===== src/rtl/spi_slave_burst_if.sv =====
// rtl/spi_slave_burst_if.sv - SPI pin and RAM rx/tx handshake bundle for spi_slave_burst
//
// Purpose: groups the SPI pins (SS_n/MOSI/MISO), the RAM-side rx/tx handshake
// and the status flags into one interface.
// Ports (slave view):
//   SS_n, MOSI          in   SPI slave select (active low) and serial data in
//   MISO                out  serial data out, MSB first
//   rx_data, rx_valid   out  {cmd[1:0], payload} word to RAM, one-cycle valid pulse
//   tx_data, tx_valid   in   RAM read data, one-cycle valid pulse
//   cmd_err             out  one-cycle pulse on command/frame-type mismatch
//   busy                out  high while the slave is not idle
interface spi_slave_burst_if #(
  parameter int WIDTH = 8
) ();
  logic             SS_n;
  logic             MOSI;
  logic             MISO;
  logic [WIDTH+1:0] rx_data;
  logic             rx_valid;
  logic [WIDTH-1:0] tx_data;
  logic             tx_valid;
  logic             cmd_err;
  logic             busy;

  modport slave (
    input  SS_n, MOSI, tx_data, tx_valid,
    output MISO, rx_data, rx_valid, cmd_err, busy
  );

  modport master (
    output SS_n, MOSI, tx_data, tx_valid,
    input  MISO, rx_data, rx_valid, cmd_err, busy
  );
endinterface


===== src/rtl/spi_slave_burst.sv =====
// rtl/spi_slave_burst.sv - SPI slave front-end with configurable width and burst streaming
//
// Purpose: deserialises MOSI frames into {cmd, payload} words for the RAM and
// serialises RAM read data onto MISO. Optional burst mode streams further
// write-data words, or further read-data words, within one SS_n window.
// Ports:
//   clk    in  system clock, all logic on the rising edge
//   rst_n  in  synchronous active-low reset
//   bus    spi_slave_burst_if.slave (SPI pins, rx/tx handshake, cmd_err, busy)
module spi_slave_burst #(
  parameter int WIDTH    = 8,
  parameter bit BURST_EN = 1'b1
) (
  input  logic              clk,
  input  logic              rst_n,
  spi_slave_burst_if.slave  bus
);

  localparam int CW = $clog2(WIDTH + 2);
  localparam logic [CW-1:0] LAST_CMD = CW'(WIDTH + 1);  // last bit of a cmd+payload word
  localparam logic [CW-1:0] LAST_PAY = CW'(WIDTH - 1);  // last bit of a payload-only word

  typedef enum logic [2:0] {
    IDLE, CHK_CMD, WRITE, READ_ADD, READ_DATA_RX, WAIT_TX, SHIFT_OUT, WR_BURST
  } state_t;

  state_t           state, state_nxt;
  logic [CW-1:0]    cnt;
  logic [WIDTH:0]   shreg;
  logic [WIDTH-1:0] txreg;
  logic             rd_addr_seen;
  logic             miso_r;
  logic [WIDTH+1:0] rx_data_r;
  logic             rx_valid_r;
  logic             cmd_err_r;

  logic [WIDTH+1:0] word;       // shift register including the bit being sampled now
  logic [WIDTH-1:0] burst_pay;  // payload-only word for write bursts
  logic             last_cmd;
  logic             last_pay;
  logic             cmd_ok;

  assign word      = {shreg, bus.MOSI};
  assign burst_pay = {shreg[WIDTH-2:0], bus.MOSI};
  assign last_cmd  = (cnt == LAST_CMD);
  assign last_pay  = (cnt == LAST_PAY);

  always_comb begin
    cmd_ok = 1'b0;
    case (state)
      WRITE:        cmd_ok = ~word[WIDTH+1];
      READ_ADD:     cmd_ok = (word[WIDTH+1:WIDTH] == 2'b10);
      READ_DATA_RX: cmd_ok = (word[WIDTH+1:WIDTH] == 2'b11);
      default:      cmd_ok = 1'b0;
    endcase
  end

  always_comb begin
    state_nxt = state;
    if (state != IDLE && bus.SS_n) begin
      state_nxt = IDLE;
    end else begin
      case (state)
        IDLE:    if (!bus.SS_n) state_nxt = CHK_CMD;
        CHK_CMD: begin
          if (!bus.MOSI)         state_nxt = WRITE;
          else if (rd_addr_seen) state_nxt = READ_DATA_RX;
          else                   state_nxt = READ_ADD;
        end
        WRITE, READ_ADD, READ_DATA_RX: begin
          if (last_cmd) begin
            if (!cmd_ok)
              state_nxt = IDLE;
            else if (state == WRITE && word[WIDTH+1:WIDTH] == 2'b01 && BURST_EN)
              state_nxt = WR_BURST;
            else if (state == READ_DATA_RX)
              state_nxt = WAIT_TX;
            else
              state_nxt = IDLE;
          end
        end
        WR_BURST:  state_nxt = WR_BURST;
        WAIT_TX:   if (bus.tx_valid) state_nxt = SHIFT_OUT;
        SHIFT_OUT: if (last_pay) state_nxt = BURST_EN ? WAIT_TX : IDLE;
        default:   state_nxt = IDLE;
      endcase
    end
  end

  always_ff @(posedge clk) begin
    if (!rst_n) begin
      state        <= IDLE;
      cnt          <= '0;
      shreg        <= '0;
      txreg        <= '0;
      rd_addr_seen <= 1'b0;
      miso_r       <= 1'b0;
      rx_data_r    <= '0;
      rx_valid_r   <= 1'b0;
      cmd_err_r    <= 1'b0;
    end else begin
      state      <= state_nxt;
      rx_valid_r <= 1'b0;
      cmd_err_r  <= 1'b0;
      if (state != IDLE && bus.SS_n) begin
        // Abort: partial word is dropped, rd_addr_seen survives.
        cnt    <= '0;
        miso_r <= 1'b0;
      end else begin
        case (state)
          IDLE, CHK_CMD: begin
            cnt    <= '0;
            miso_r <= 1'b0;
          end
          WRITE, READ_ADD, READ_DATA_RX: begin
            shreg <= word[WIDTH:0];
            if (last_cmd) begin
              cnt <= '0;
              if (cmd_ok) begin
                rx_valid_r <= 1'b1;
                rx_data_r  <= word;
                if (state == READ_ADD)     rd_addr_seen <= 1'b1;
                if (state == READ_DATA_RX) rd_addr_seen <= 1'b0;
              end else begin
                cmd_err_r <= 1'b1;
              end
            end else begin
              cnt <= cnt + 1'b1;
            end
          end
          WR_BURST: begin
            shreg <= word[WIDTH:0];
            if (last_pay) begin
              cnt        <= '0;
              rx_valid_r <= 1'b1;
              rx_data_r  <= {2'b01, burst_pay};
            end else begin
              cnt <= cnt + 1'b1;
            end
          end
          WAIT_TX: begin
            cnt    <= '0;
            miso_r <= 1'b0;
            if (bus.tx_valid) begin
              // MSB goes out immediately; the rest queues in txreg.
              miso_r <= bus.tx_data[WIDTH-1];
              txreg  <= {bus.tx_data[WIDTH-2:0], 1'b0};
            end
          end
          SHIFT_OUT: begin
            if (last_pay) begin
              cnt    <= '0;
              miso_r <= 1'b0;
              if (BURST_EN) begin
                // Next read request; RAM supplies the following address itself.
                rx_valid_r <= 1'b1;
                rx_data_r  <= {2'b11, {WIDTH{1'b0}}};
              end
            end else begin
              miso_r <= txreg[WIDTH-1];
              txreg  <= {txreg[WIDTH-2:0], 1'b0};
              cnt    <= cnt + 1'b1;
            end
          end
          default: begin
            cnt    <= '0;
            miso_r <= 1'b0;
          end
        endcase
      end
    end
  end

  assign bus.MISO     = miso_r;
  assign bus.rx_data  = rx_data_r;
  assign bus.rx_valid = rx_valid_r;
  assign bus.cmd_err  = cmd_err_r;
  assign bus.busy     = (state != IDLE);

endmodule

===== src/flat_wrapper.sv =====
// flat-port wrapper written by rule: the top's interface ports become plain ports
module spi_slave_burst_flat 
#(
  parameter int WIDTH    = 8,
  parameter bit BURST_EN = 1'b1
)
  (clk, rst_n, bus_SS_n, bus_MOSI, bus_tx_data, bus_tx_valid, bus_MISO, bus_rx_data, bus_rx_valid, bus_cmd_err, bus_busy);
  spi_slave_burst_if #(.WIDTH(WIDTH)) bus_i ();
  input  logic clk;
  input  logic rst_n;
  input wire logic [$bits(bus_i.SS_n)-1:0] bus_SS_n;
  input wire logic [$bits(bus_i.MOSI)-1:0] bus_MOSI;
  input wire logic [$bits(bus_i.tx_data)-1:0] bus_tx_data;
  input wire logic [$bits(bus_i.tx_valid)-1:0] bus_tx_valid;
  output wire logic [$bits(bus_i.MISO)-1:0] bus_MISO;
  output wire logic [$bits(bus_i.rx_data)-1:0] bus_rx_data;
  output wire logic [$bits(bus_i.rx_valid)-1:0] bus_rx_valid;
  output wire logic [$bits(bus_i.cmd_err)-1:0] bus_cmd_err;
  output wire logic [$bits(bus_i.busy)-1:0] bus_busy;
  assign bus_i.SS_n = bus_SS_n;
  assign bus_i.MOSI = bus_MOSI;
  assign bus_i.tx_data = bus_tx_data;
  assign bus_i.tx_valid = bus_tx_valid;
  assign bus_MISO = bus_i.MISO;
  assign bus_rx_data = bus_i.rx_data;
  assign bus_rx_valid = bus_i.rx_valid;
  assign bus_cmd_err = bus_i.cmd_err;
  assign bus_busy = bus_i.busy;
  spi_slave_burst #(.WIDTH(WIDTH), .BURST_EN(BURST_EN)) u_core (.clk(clk), .rst_n(rst_n), .bus(bus_i));
endmodule

===== config.mk =====
export PLATFORM = sky130hd
export DESIGN_NAME = spi_slave_burst_flat
export DESIGN_NICKNAME = d
export VERILOG_FILES = /design/src/rtl/spi_slave_burst_if.sv /design/src/rtl/spi_slave_burst.sv /design/src/flat_wrapper.sv
export SDC_FILE = /design/constraint.sdc
export NUM_CORES = 1
export LEC_CHECK = 0
export ABC_CLOCK_PERIOD_IN_PS = 1880
export BUFFER_PORTS_ARGS = -buffer_cell sky130_fd_sc_hd__buf_2
export CAP_MARGIN = 15
export CORE_ASPECT_RATIO = 1.4
export CORE_MARGIN = 4
export CORE_UTILIZATION = 32
export CTS_CLUSTER_DIAMETER = 120
export DETAILED_ROUTE_END_ITERATION = 12
export REMOVE_ABC_BUFFERS = 1
export SLEW_MARGIN = 40
export SYNTH_ARGS = -nofsm -noshare
export SYNTH_HDL_FRONTEND = slang
export SYNTH_SLANG_ARGS = --single-unit

===== constraint.sdc =====
create_clock -name clk -period 1.88 [get_ports clk]
set_input_delay 0 -clock clk [delete_from_list [all_inputs] [get_ports clk]]
set_output_delay 0 -clock clk [all_outputs]
set_load 0.03 [all_outputs]

# Word level (Yosys, flattened, before mapping)
# Index checks and enable logic that the tools add are counted.
# totals
inputBits,13
out_inout_bits,14
latch_bits,0
ff_bits,38
mem_count,0
word_cells,86
romBits,0
ramBits,0
# classes
magnitude_cmp,0
n_reduce_logical,20
n_addsub,1
multipliers,0
n_bitwise,5
n_mux,32
shift,0
n_eq_ne,19
n_div,0
# ops
operator,n
$mux W10,4
$pmux W10 S3,1
$mux W3,9
$pmux W3 S6,1
$mux W8,2
$pmux W8 S2,1
$eq A3 B3 Y1 const B,4
$pmux W4 S3,1
$reduce_bool A3 Y1,3
$mux W1,8
$mux W4,2
$ne A2 B1 Y1 const B,4
$reduce_and A4 Y1,2
$reduce_or A4 Y1,2
$eq A3 B2 Y1 const B,2
$ne A2 B2 Y1 const B,3
$pmux W1 S3,2
$reduce_and A6 Y1,1
$reduce_or A2 Y1,3
$reduce_or A3 Y1,2
$not A1 Y1,5
$reduce_and A5 Y1,1
$add A4 B1 Y4 const B,1
$eq A2 B2 Y1 const B,2
9 further kinds,11

# Longest topological paths before layout
# Gate-level depths: netlist (run 1).
# logic_depth
ltp_word,6
mapped_depth,8
mapped_depth_nobuf,7

# Least setup slack after synthesis (run 1)
# No wires, ideal clock.
# synth_path
path_kind,reg-to-reg
start,register u_core.state[1]
end,register u_core.cnt[0]
arrival_time_ns,1.539
synth_period_minus_slack_ns,1.604
stages_incl_launch_ff,8
path_slack_ns,0.276
required_ns,1.815
n_path_buf,2
path_cell_list,dfxtp_1 -> buf_4 -> buf_2 -> or3_1 -> nand2_1 -> nand2_2 -> a21oi_1 -> nor2b_1
# synth_between
elab_chain_len,3
# synth_rtl
item,line_no,text
from (decl),spi_slave_burst.sv:27,"state_t state, state_nxt;"
from (signal assigned),spi_slave_burst.sv:102,state <= state_nxt;
$reduce_bool A3 Y1,n/a,
net bus_busy,flat_wrapper.sv:19,output wire logic [$bits(bus_i.busy)-1:0] bus_busy;
$logic_and A1 B1 Y1,spi_slave_burst.sv:105,if (state != IDLE && bus.SS_n) begin
$reduce_or A2 Y1 (no line),n/a,
to (signal assigned),spi_slave_burst.sv:128,cnt <= cnt + 1'b1;
to (signal assigned),spi_slave_burst.sv:138,cnt <= cnt + 1'b1;
to (signal assigned),spi_slave_burst.sv:162,cnt <= cnt + 1'b1;
to (decl),spi_slave_burst.sv:28,logic [CW-1:0] cnt;
# The timed path passes the listed nets, and every way through them passes these cells.
# A chain may end at the register's enable or synchronous reset.

# Worst setup path after layout (run 1)
# layout_path
start,register u_core.cnt[1]
end,register u_core.state[0]
# layout_between
elab_chain_len,3
# layout_rtl
item,line_no
$eq A4 B3 Y1 or $eq A4 B4 Y1 (tied branches),"spi_slave_burst.sv:46, spi_slave_burst.sv:45"
$ne A2 B1 Y1 (no line),n/a
$reduce_and A4 Y1 (no line) (*),n/a
# Every way passes the cells marked *; elsewhere a longest branch is shown, timed or not.

==> results of run 1 <==
-- area by class of cell --
type	instances	area, µm²	area share (%)
Tap cell	68	85.08	3.848
Multi-Input combinational cell	158	1022	46.24
Sequential cell	37	743.2	33.62
Clock inverter	2	38.79	1.754
Timing Repair Buffer	39	230.2	10.41
Clock buffer	6	72.57	3.282
Inverter	5	18.77	0.8489
-- synthesized netlist by cell type (all sizes together), types with 3 or more instances --
| master | n | area share, % |
|---|---|---|
| nor3b | 4 | 1.9 |
| clkbuf | 6 | 1.2 |
| and3b | 3 | 1.4 |
| dfxtp | 37 | 40 |
| o21ai | 21 | 5.6 |
| nand2 | 21 | 4.4 |
| o211a | 6 | 3.2 |
| mux2i | 16 | 8.6 |
| nand3 | 23 | 6.2 |
| nand2b | 6 | 2.0 |
| nor2 | 11 | 2.3 |
| nand3b | 3 | 1.2 |
| nor2b | 10 | 3.3 |
| a21boi | 4 | 1.8 |
| buf | 11 | 3.5 |
| a21oi | 6 | 1.6 |
| inv | 5 | 1.0 |
-- flip-flops by register name (all words and copies together) (netlist names) --
signal               count
u_core.bus.MISO          1
u_core.bus.rx_valid      1
u_core.txreg             7
u_core.rd_addr_seen      1
u_core.cnt               4
u_core.bus.cmd_err       1
u_core.bus.rx_data      10
u_core.shreg             9
u_core.state             3
-- stage by stage --
stage / power (mW) / area, µm²
5_1_grt: 1.676 / 2211
3_5_place_dp: 0.9308 / 2087
2_1_floorplan: 0.8727 / 1782
3_3_place_gp: 0.9303 / 2087
4_1_cts: 1.631 / 2208
6_report: 1.606 / 2211
-- critical path: stages (launching register included) --
cell and delay (ps):
dfxtp_1 360, inv_1 60, ha_1 180, nand3b_1 290, mux2i_1 160, o21ai_1 290
mux2i_1 220, nor3b_1 60
-- where the power goes --
| group | switching (mW) | internal [mW] | leakage (nW) |
|---|---|---|---|
| logic | 0.0656 | 0.0506 | 0.564 |
| registers | 0.0104 | 0.788 | 0.299 |
| clock network | 0.294 | 0.398 | 0.0554 |
| total | 0.370 | 1.24 | 0.918 |
-- metal layers --
metal  global-route usage [%]  vias up  part of all wire [%]
li1                         -      825                     -
met1                    14.66      755                    45
met2                    19.96       30                    49
met3                    3.571        9                   4.4
met4                    5.114        0                   1.8
met5                        0        -                     0
-- kinds of logic after synthesis --
logic type | share of synthesized area, %
simple gates | 25.03
compound gates | 18.34
flops | 39.63
buf+inv | 5.689
mux | 8.567
xor+xnor | 1.406
fa+ha+maj | 1.338
-- timing repair --
action | in CTS | in global routing
setup endpoints to repair | 0 | 11
hold buffers | 1 | 0
resized for setup | 0 | 3
hold endpoints to repair | 1 | 0
-- path summary, 6_finish.rpt --
path	to	slack [ps]	cells after the start	startpoint
max	u_core.state[0]$_SDFFE_PP0P_	140	7	u_core.cnt[1]$_SDFF_PP0_
min	u_core.rd_addr_seen$_SDFFE_PN0P_	20	3	rst_n
max reg2reg	u_core.state[0]$_SDFFE_PP0P_	140	7	u_core.cnt[1]$_SDFF_PP0_
min reg2reg	u_core.bus.rx_data[9]$_SDFFE_PN0P_	460	2	u_core.bus.rx_data[9]$_SDFFE_PN0P_
==> flow_summary_export.csv, run 1 <==
group,metric,value,unit
logic_synthesis,yosysWarningCount,0,
cts,cts_buffer_depth,2,
sta,setup_viol,0,
finish,fin_cells,315,
cts,htreeDepth,2,
logic_synthesis,synthesis.instances,217,
finish,area_delta_synth_final,18.27,%
sta,maxSlewViolCount,0,
finish,diodes,0,
sta,tightest_slew,424.1,ps
cts,post_cts.repair.setup_buffers,0,
finish,drive_above_1_share,21.05,%
drt,post_drt_via_cell_ratio,5.140,
die,core,5605,µm²
setup_path,critical_path.endpoint_type,"flop",
placement,numPortBuffers,26,
sta,finalHoldViolations,0,
setup_path,crit_fanout,8,
global_route,grt_max_degree,34,
global_route,grt_pass1_wl,7086,µm
drt,num_vias,1619,
finish,fillers,572,
global_route,antenna_found_initial,0,
logic_synthesis,syn_area,1869,µm²
die,die_w,72.60,µm
global_route,track_usage,12.20,%
cts,numCtsBuffers,5,
cts,cts_tree,"built",
die,die_area,7146,µm²
sta,skew,7.651,ps
sta,finalWorstSetupSlack,143.0,ps
power,p_leak,0.9185,nW
setup_path,cp.arrival,1920,ps
logic_synthesis,synth_flop_cell,"dfxtp_1",
logic_synthesis,syn_area_per_cell,8.614,µm²
finish,layout.nets,261,
run_status,status,"finished, final reports clean",
drt,ant_nets,0,
global_route,first_global_vias,1580,
setup_path,critPathRequiredTime,2060,ps
die,row_count,32,
sta,rsz0062_at_grt,"false",
placement,dp_cells,306,
die,die_h,98.44,µm
cts,clock_latency,290,ps
placement,gp_congestion,0.9053,
die,pin_count,27,
drt,drc,0,
sta,slew-limit-headroom,71.64,%
global_route,grt_overflow_total,0,
placement,hpwl,2979,µm
logic_synthesis,ys_seq_area_share,39.63,%
sta,setup_tns,0,ps
setup_path,critPathLaunchType,"flop",
logic_synthesis,ys_async_sr_fraction,0,%
min_path,hold_path.class,"in2reg",
flow_run,maxCapViolCount,0,
cts,clkTransAtPathRegs,80,ps
power,ir_worst_vdd,375.8,µV
logic_synthesis,synth.distinct_cells,44,
setup_path,path_class,"reg2reg",
sta,period_needed,1737,ps
drt,first_pass_iters,4,
logic_synthesis,synth_edf_count,0,
cts,cts-root-buf,"clkbuf_8",
power,power_density,726.5,nW/µm²
finish,finish.utilization,39.44,%
logic_synthesis,ys_ff_latch,37,
drt,drtIter0Drc,52,
finish,layout_common_cells,"dfxtp_1, buf_2, nand3_1",
cts,cts.sinks,37,
placement,detailedPlace.worstSlack,50.69,ps
drt,routedWlPerCell,12.91,µm
die,start_util,33.35,%
drt,totalWireLength,4066,µm
finish,final_common_cell,"dfxtp_1",
sta,clock.fmax,575.7,MHz
sta,hold_slack,16.35,ps
sta,finalCritPeriodShare,92.39,%
Power figures use the tool's default switching activity.
==> inputs of run 2 (changes only) <==
- RECOVER_POWER: default -> 100
==> run 2 against run 1 <==
Against the previous run: core utilization is 0.51 points lower; combinational power about the same; first-iteration DRC count is 1.9% lower; non-clock buffer count is the same; clock skew decreased by 0.53 ps; critical path type unchanged; largest power group unchanged.
==> flow_summary_export.csv, run 2 (synthesized netlist as in run 1, its figures left out) <==
group,metric,value,unit
die,die_area,7146,µm²
drt,first_pass_iters,4,
cts,cts-root-buf,"clkbuf_8",
power,p_leak,0.8494,nW
drt,drc,0,
setup_path,critPathLaunchType,"flop",
finish,diodes,0,
cts,clock_latency,290,ps
die,row_count,32,
setup_path,cp.arrival,1900,ps
global_route,track_usage,12.20,%
sta,finalCritPeriodShare,91.59,%
finish,fin_cells,315,
global_route,grt_max_degree,34,
drt,totalWireLength,4054,µm
flow_run,maxCapViolCount,0,
power,p_sw,0.3663,mW
die,die_h,98.44,µm
sta,slew-limit-headroom,71.55,%
sta,skew,7.123,ps
run_status,status,"finished, final reports clean",
cts,cts_tree,"built",
global_route,antenna_found_initial,0,
cts,cts_buffer_depth,2,
drt,drtIter0Drc,51,
sta,tightest_slew,425.6,ps
placement,numPortBuffers,26,
setup_path,critPathRequiredTime,2060,ps
power,switching_share,22.89,%
sta,finalHoldViolations,0,
setup_path,crit_fanout,8,
sta,rsz0062_at_grt,"false",
drt,post_drt_via_cell_ratio,5.156,
power,pwr-share-clk,43.0,%
power,power_density,733.4,nW/µm²
finish,largest_register_ffs,10,
die,pin_count,27,
cts,cts.sinks,37,
drt,ant_nets,0,
power,ir_worst_vdd,375.0,µV
setup_path,critical_path.endpoint_type,"flop",
die,die_w,72.60,µm
cts,htreeDepth,2,
finish,finish.utilization,38.93,%
drt,routedWlPerCell,12.87,µm
finish,layout.nets,261,
global_route,first_global_vias,1580,
placement,gp_congestion,0.9053,
finish,drive_above_1_share,14.98,%
cts,numCtsBuffers,5,
placement,dp_cells,306,
die,start_util,33.35,%
sta,period_needed,1722,ps
die,core,5605,µm²
power,p_int,1.234,mW
sta,clock.fmax,580.8,MHz
min_path,hold_path.class,"in2reg",
sta,maxSlewViolCount,0,
finish,area_delta_synth_final,16.73,%
cts,post_cts.repair.setup_buffers,0,
power,power_frac_seq,49.9,%
sta,setup_viol,0,
finish,final_common_cell,"dfxtp_1",
power,power_frac_comb,7.1,%
global_route,grt_pass1_wl,7086,µm
cts,clkTransAtPathRegs,80,ps
drt,num_vias,1624,
sta,finalWorstSetupSlack,158.2,ps
global_route,grt_overflow_total,0,
finish,layout_common_cells,"dfxtp_1, nand3_1, nand2_1",
setup_path,path_class,"reg2reg",
placement,hpwl,2979,µm
placement,detailedPlace.worstSlack,50.69,ps
run 2: changes by cell type in the layout (fill, tap and decap cells not counted):
cell	delta
o21ai_1	-1
clkbuf_1	+15
and2_0	+1
buf_4	-4
o21ai_0	+1
buf_2	-13
and2_1	-1
clkbuf_2	+2
run 2: routing by layer:
| metal | vias to the layer above | GRT usage, % | routed length [µm] |
|---|---|---|---|
| met1 | 750 | 14.66 | 1755 |
| met3 | 9 | 3.571 | 240 |
| met4 | 0 | 5.114 | 73 |
| li1 | 827 | - | - |
| met2 | 38 | 19.96 | 1985 |
| met5 | - | 0 | 0 |
run 2: critical path: stages, from the launching register on:
cell,delay [ps]
dfxtp_1,360
inv_1,60
ha_1,180
nand3b_1,280
mux2i_1,160
o21ai_1,290
mux2i_1,220
nor3b_1,60
run 2: timing repair:
item | CTS | global route
gates resized for setup | 0 | 3
endpoints found under the hold margin | 1 | 0
endpoints found under the setup margin | 0 | 11
hold buffers | 1 | 0
run 2: worst paths after layout:
path	end	slack [ps]	start	cells after the start
hold / removal	u_core.rd_addr_seen$_SDFFE_PN0P_	20	rst_n	3
hold reg to reg	u_core.bus.rx_data[9]$_SDFFE_PN0P_	460	u_core.bus.rx_data[9]$_SDFFE_PN0P_	2
setup reg to reg	u_core.state[0]$_SDFFE_PP0P_	160	u_core.cnt[1]$_SDFF_PP0_	7
setup / recovery	u_core.state[0]$_SDFFE_PP0P_	160	u_core.cnt[1]$_SDFF_PP0_	7
run 2: layout make-up:
class                      count  area [µm²]
inverter                       5       18.77
multi-input combinational    158        1022
sequential                    37       743.2
clock buffer                   6       72.57
clock inverter                 2       38.79
tap                           68       85.08
fill                         580        3423
timing repair buffer          39       201.4
run 2: power by group through the flow:
stage	Clock (mW)	Combinational [mW]	Sequential, mW
after detailed placement	0	0.115	0.816
after floorplan	0	0.0545	0.818
after global routing	0.748	0.127	0.799
after global placement	0	0.115	0.815
final	0.689	0.114	0.798
after CTS	0.717	0.117	0.797
run 2: metrics by stage:
| step | area (µm²) | total power [mW] | TNS, ps | hold WS, ps |
|---|---|---|---|---|
| floorplan | 1782 | 0.8727 | -1071 | 76.15 |
| global placement | 2087 | 0.9303 | 0 | 270.7 |
| detailed placement | 2087 | 0.9308 | 0 | 279.2 |
| CTS | 2208 | 1.631 | 0 | 11.60 |
| global route | 2182 | 1.674 | 0 | 33.72 |
| finish | 2182 | 1.600 | 0 | 17.60 |
==> inputs of run 3 (changes only) <==
==> constraint.sdc (replaced) <==
create_clock -name clk -period 1.88 [get_ports clk]
set_input_delay 0.188 -clock clk [delete_from_list [all_inputs] [get_ports clk]]
set_output_delay 0.188 -clock clk [all_outputs]
set_load 0.03 [all_outputs]
==> run 3 against run 2 <==
Against the previous run: combinational power grew 4%; sequential power hardly changed; non-clock buffer count unchanged; register-to-register slack about the same; final cell count is the same; sequential share of layout area fell by 0.27 points; critical path type unchanged; largest cell class unchanged.
==> flow_summary_export.csv, run 3 (synthesized netlist as in run 1, its figures left out) <==
group,metric,value,unit
finish,area_delta_synth_final,17.47,%
power,ir_worst_vdd,501.7,µV
placement,numPortBuffers,26,
power,p_sw,0.3757,mW
finish,largest_register_ffs,10,
finish,drive_above_1_share,14.57,%
cts,htreeDepth,2,
drt,drc,0,
finish,finish.utilization,39.17,%
power,pwr-share-clk,44.4,%
global_route,grt_pass1_wl,7127,µm
die,row_count,32,
placement,detailedPlace.worstSlack,185.0,ps
die,die_w,72.60,µm
global_route,grt_overflow_total,0,
sta,slew-limit-headroom,74.48,%
drt,first_pass_iters,4,
cts,clkTransAtPathRegs,80,ps
die,die_area,7146,µm²
global_route,antenna_found_initial,0,
sta,finalHoldViolations,0,
cts,clock_latency,290,ps
setup_path,critPathLaunchType,"flop",
sta,finalCritPeriodShare,92.16,%
drt,post_drt_via_cell_ratio,5.063,
placement,hpwl,2984,µm
finish,layout.nets,261,
sta,finalWorstSetupSlack,147.3,ps
cts,cts_buffer_depth,2,
run_status,status,"finished, final reports clean",
sta,rsz0062_at_grt,"false",
global_route,first_global_vias,1531,
cts,numCtsBuffers,5,
die,die_h,98.44,µm
die,start_util,33.35,%
sta,clock.fmax,577.1,MHz
finish,final_common_cell,"dfxtp_1",
drt,routedWlPerCell,13.14,µm
sta,maxSlewViolCount,0,
sta,tightest_slew,384.5,ps
power,power_frac_seq,48.4,%
cts,cts_tree,"built",
min_path,hold_path.class,"in2reg",
sta,setup_tns,0,ps
drt,totalWireLength,4139,µm
placement,gp_congestion,0.8323,
sta,hold_slack,155.5,ps
drt,drtIter0Drc,90,
global_route,grt_max_degree,31,
global_route,track_usage,12.51,%
flow_run,maxCapViolCount,0,
setup_path,critical_path.endpoint_type,"flop",
die,pin_count,27,
power,p_leak,0.8525,nW
setup_path,critPathRequiredTime,2060,ps
setup_path,path_class,"reg2reg",
sta,period_needed,1733,ps
setup_path,cp.arrival,1910,ps
finish,diodes,0,
finish,layout_common_cells,"dfxtp_1, nand3_1, nand2_1",
power,power_density,749.1,nW/µm²
setup_path,crit_fanout,7,
die,core,5605,µm²
drt,num_vias,1595,
sta,setup_viol,0,
sta,skew,5.462,ps
cts,cts.sinks,37,
finish,fillers,599,
drt,ant_nets,0,
power,p_int,1.269,mW
power,switching_share,22.84,%
power,power_frac_comb,7.2,%
cts,cts-root-buf,"clkbuf_8",
-- run 3: final timing paths --
kind / slack (ps) / endpoint / from / depth (start not counted)
setup reg to reg: 150 / u_core.state[0]$_SDFFE_PP0P_ / u_core.state[1]$_SDFFE_PP0P_ / 7
hold / removal: 160 / u_core.txreg[1]$_SDFFE_PN0P_ / bus_tx_data[0] / 3
hold reg to reg: 470 / u_core.bus.rx_data[3]$_SDFFE_PN0P_ / u_core.bus.rx_data[3]$_SDFFE_PN0P_ / 2
setup / recovery: 150 / u_core.state[0]$_SDFFE_PP0P_ / u_core.state[1]$_SDFFE_PP0P_ / 7
-- run 3: timing repair --
item | in CTS | in global routing
resized for setup | 0 | 2
buffers inserted | 0 | 0
hold buffers | 0 | 0
setup endpoints to repair | 0 | 3
hold endpoints to repair | 0 | 0
-- run 3: metrics by stage --
step                cells  instance area [µm²]  total power [mW]
detailed placement    307                 2107            0.9346
floorplan             200                 1782            0.8727
CTS                   315                 2227             1.661
finish                315                 2196             1.645
global placement      307                 2107            0.9354
global route          315                 2196             1.716
-- run 3: routing by layer --
layer | part of all wire [%] | vias up | global-route usage, %
li1 | - | 825 | -
met1 | 43 | 733 | 14.98
met5 | 0 | - | 0
met2 | 51 | 28 | 21.00
met3 | 3.3 | 9 | 3.163
met4 | 2.0 | 0 | 4.972
-- run 3: layout make-up --
| class | instances | area, µm² | share of cell area [%] |
|---|---|---|---|
| sequential | 37 | 742.0 | 33.79 |
| clock buffer | 6 | 82.58 | 3.761 |
| multi-input combinational | 158 | 1020 | 46.44 |
| tap | 68 | 85.08 | 3.875 |
| clock inverter | 2 | 37.54 | 1.709 |
| inverter | 5 | 18.77 | 0.8547 |
| timing repair buffer | 39 | 210.2 | 9.573 |
-- run 3: power by group through the flow --
stage / registers (mW) / logic [mW] / clock network [mW]
6_report: 0.796 / 0.119 / 0.730
5_1_grt: 0.797 / 0.131 / 0.788
4_1_cts: 0.795 / 0.121 / 0.745
3_5_place_dp: 0.814 / 0.121 / 0
3_3_place_gp: 0.814 / 0.122 / 0
2_1_floorplan: 0.818 / 0.0545 / 0
-- run 3: worst max-delay path: stages (launching register included) --
cell and delay, ps:
dfxtp_1 410, buf_4 170, nor2b_1 170, clkbuf_1 310, a32oi_1 80, o21ai_1 160, mux2i_1 240, nor3b_1 80
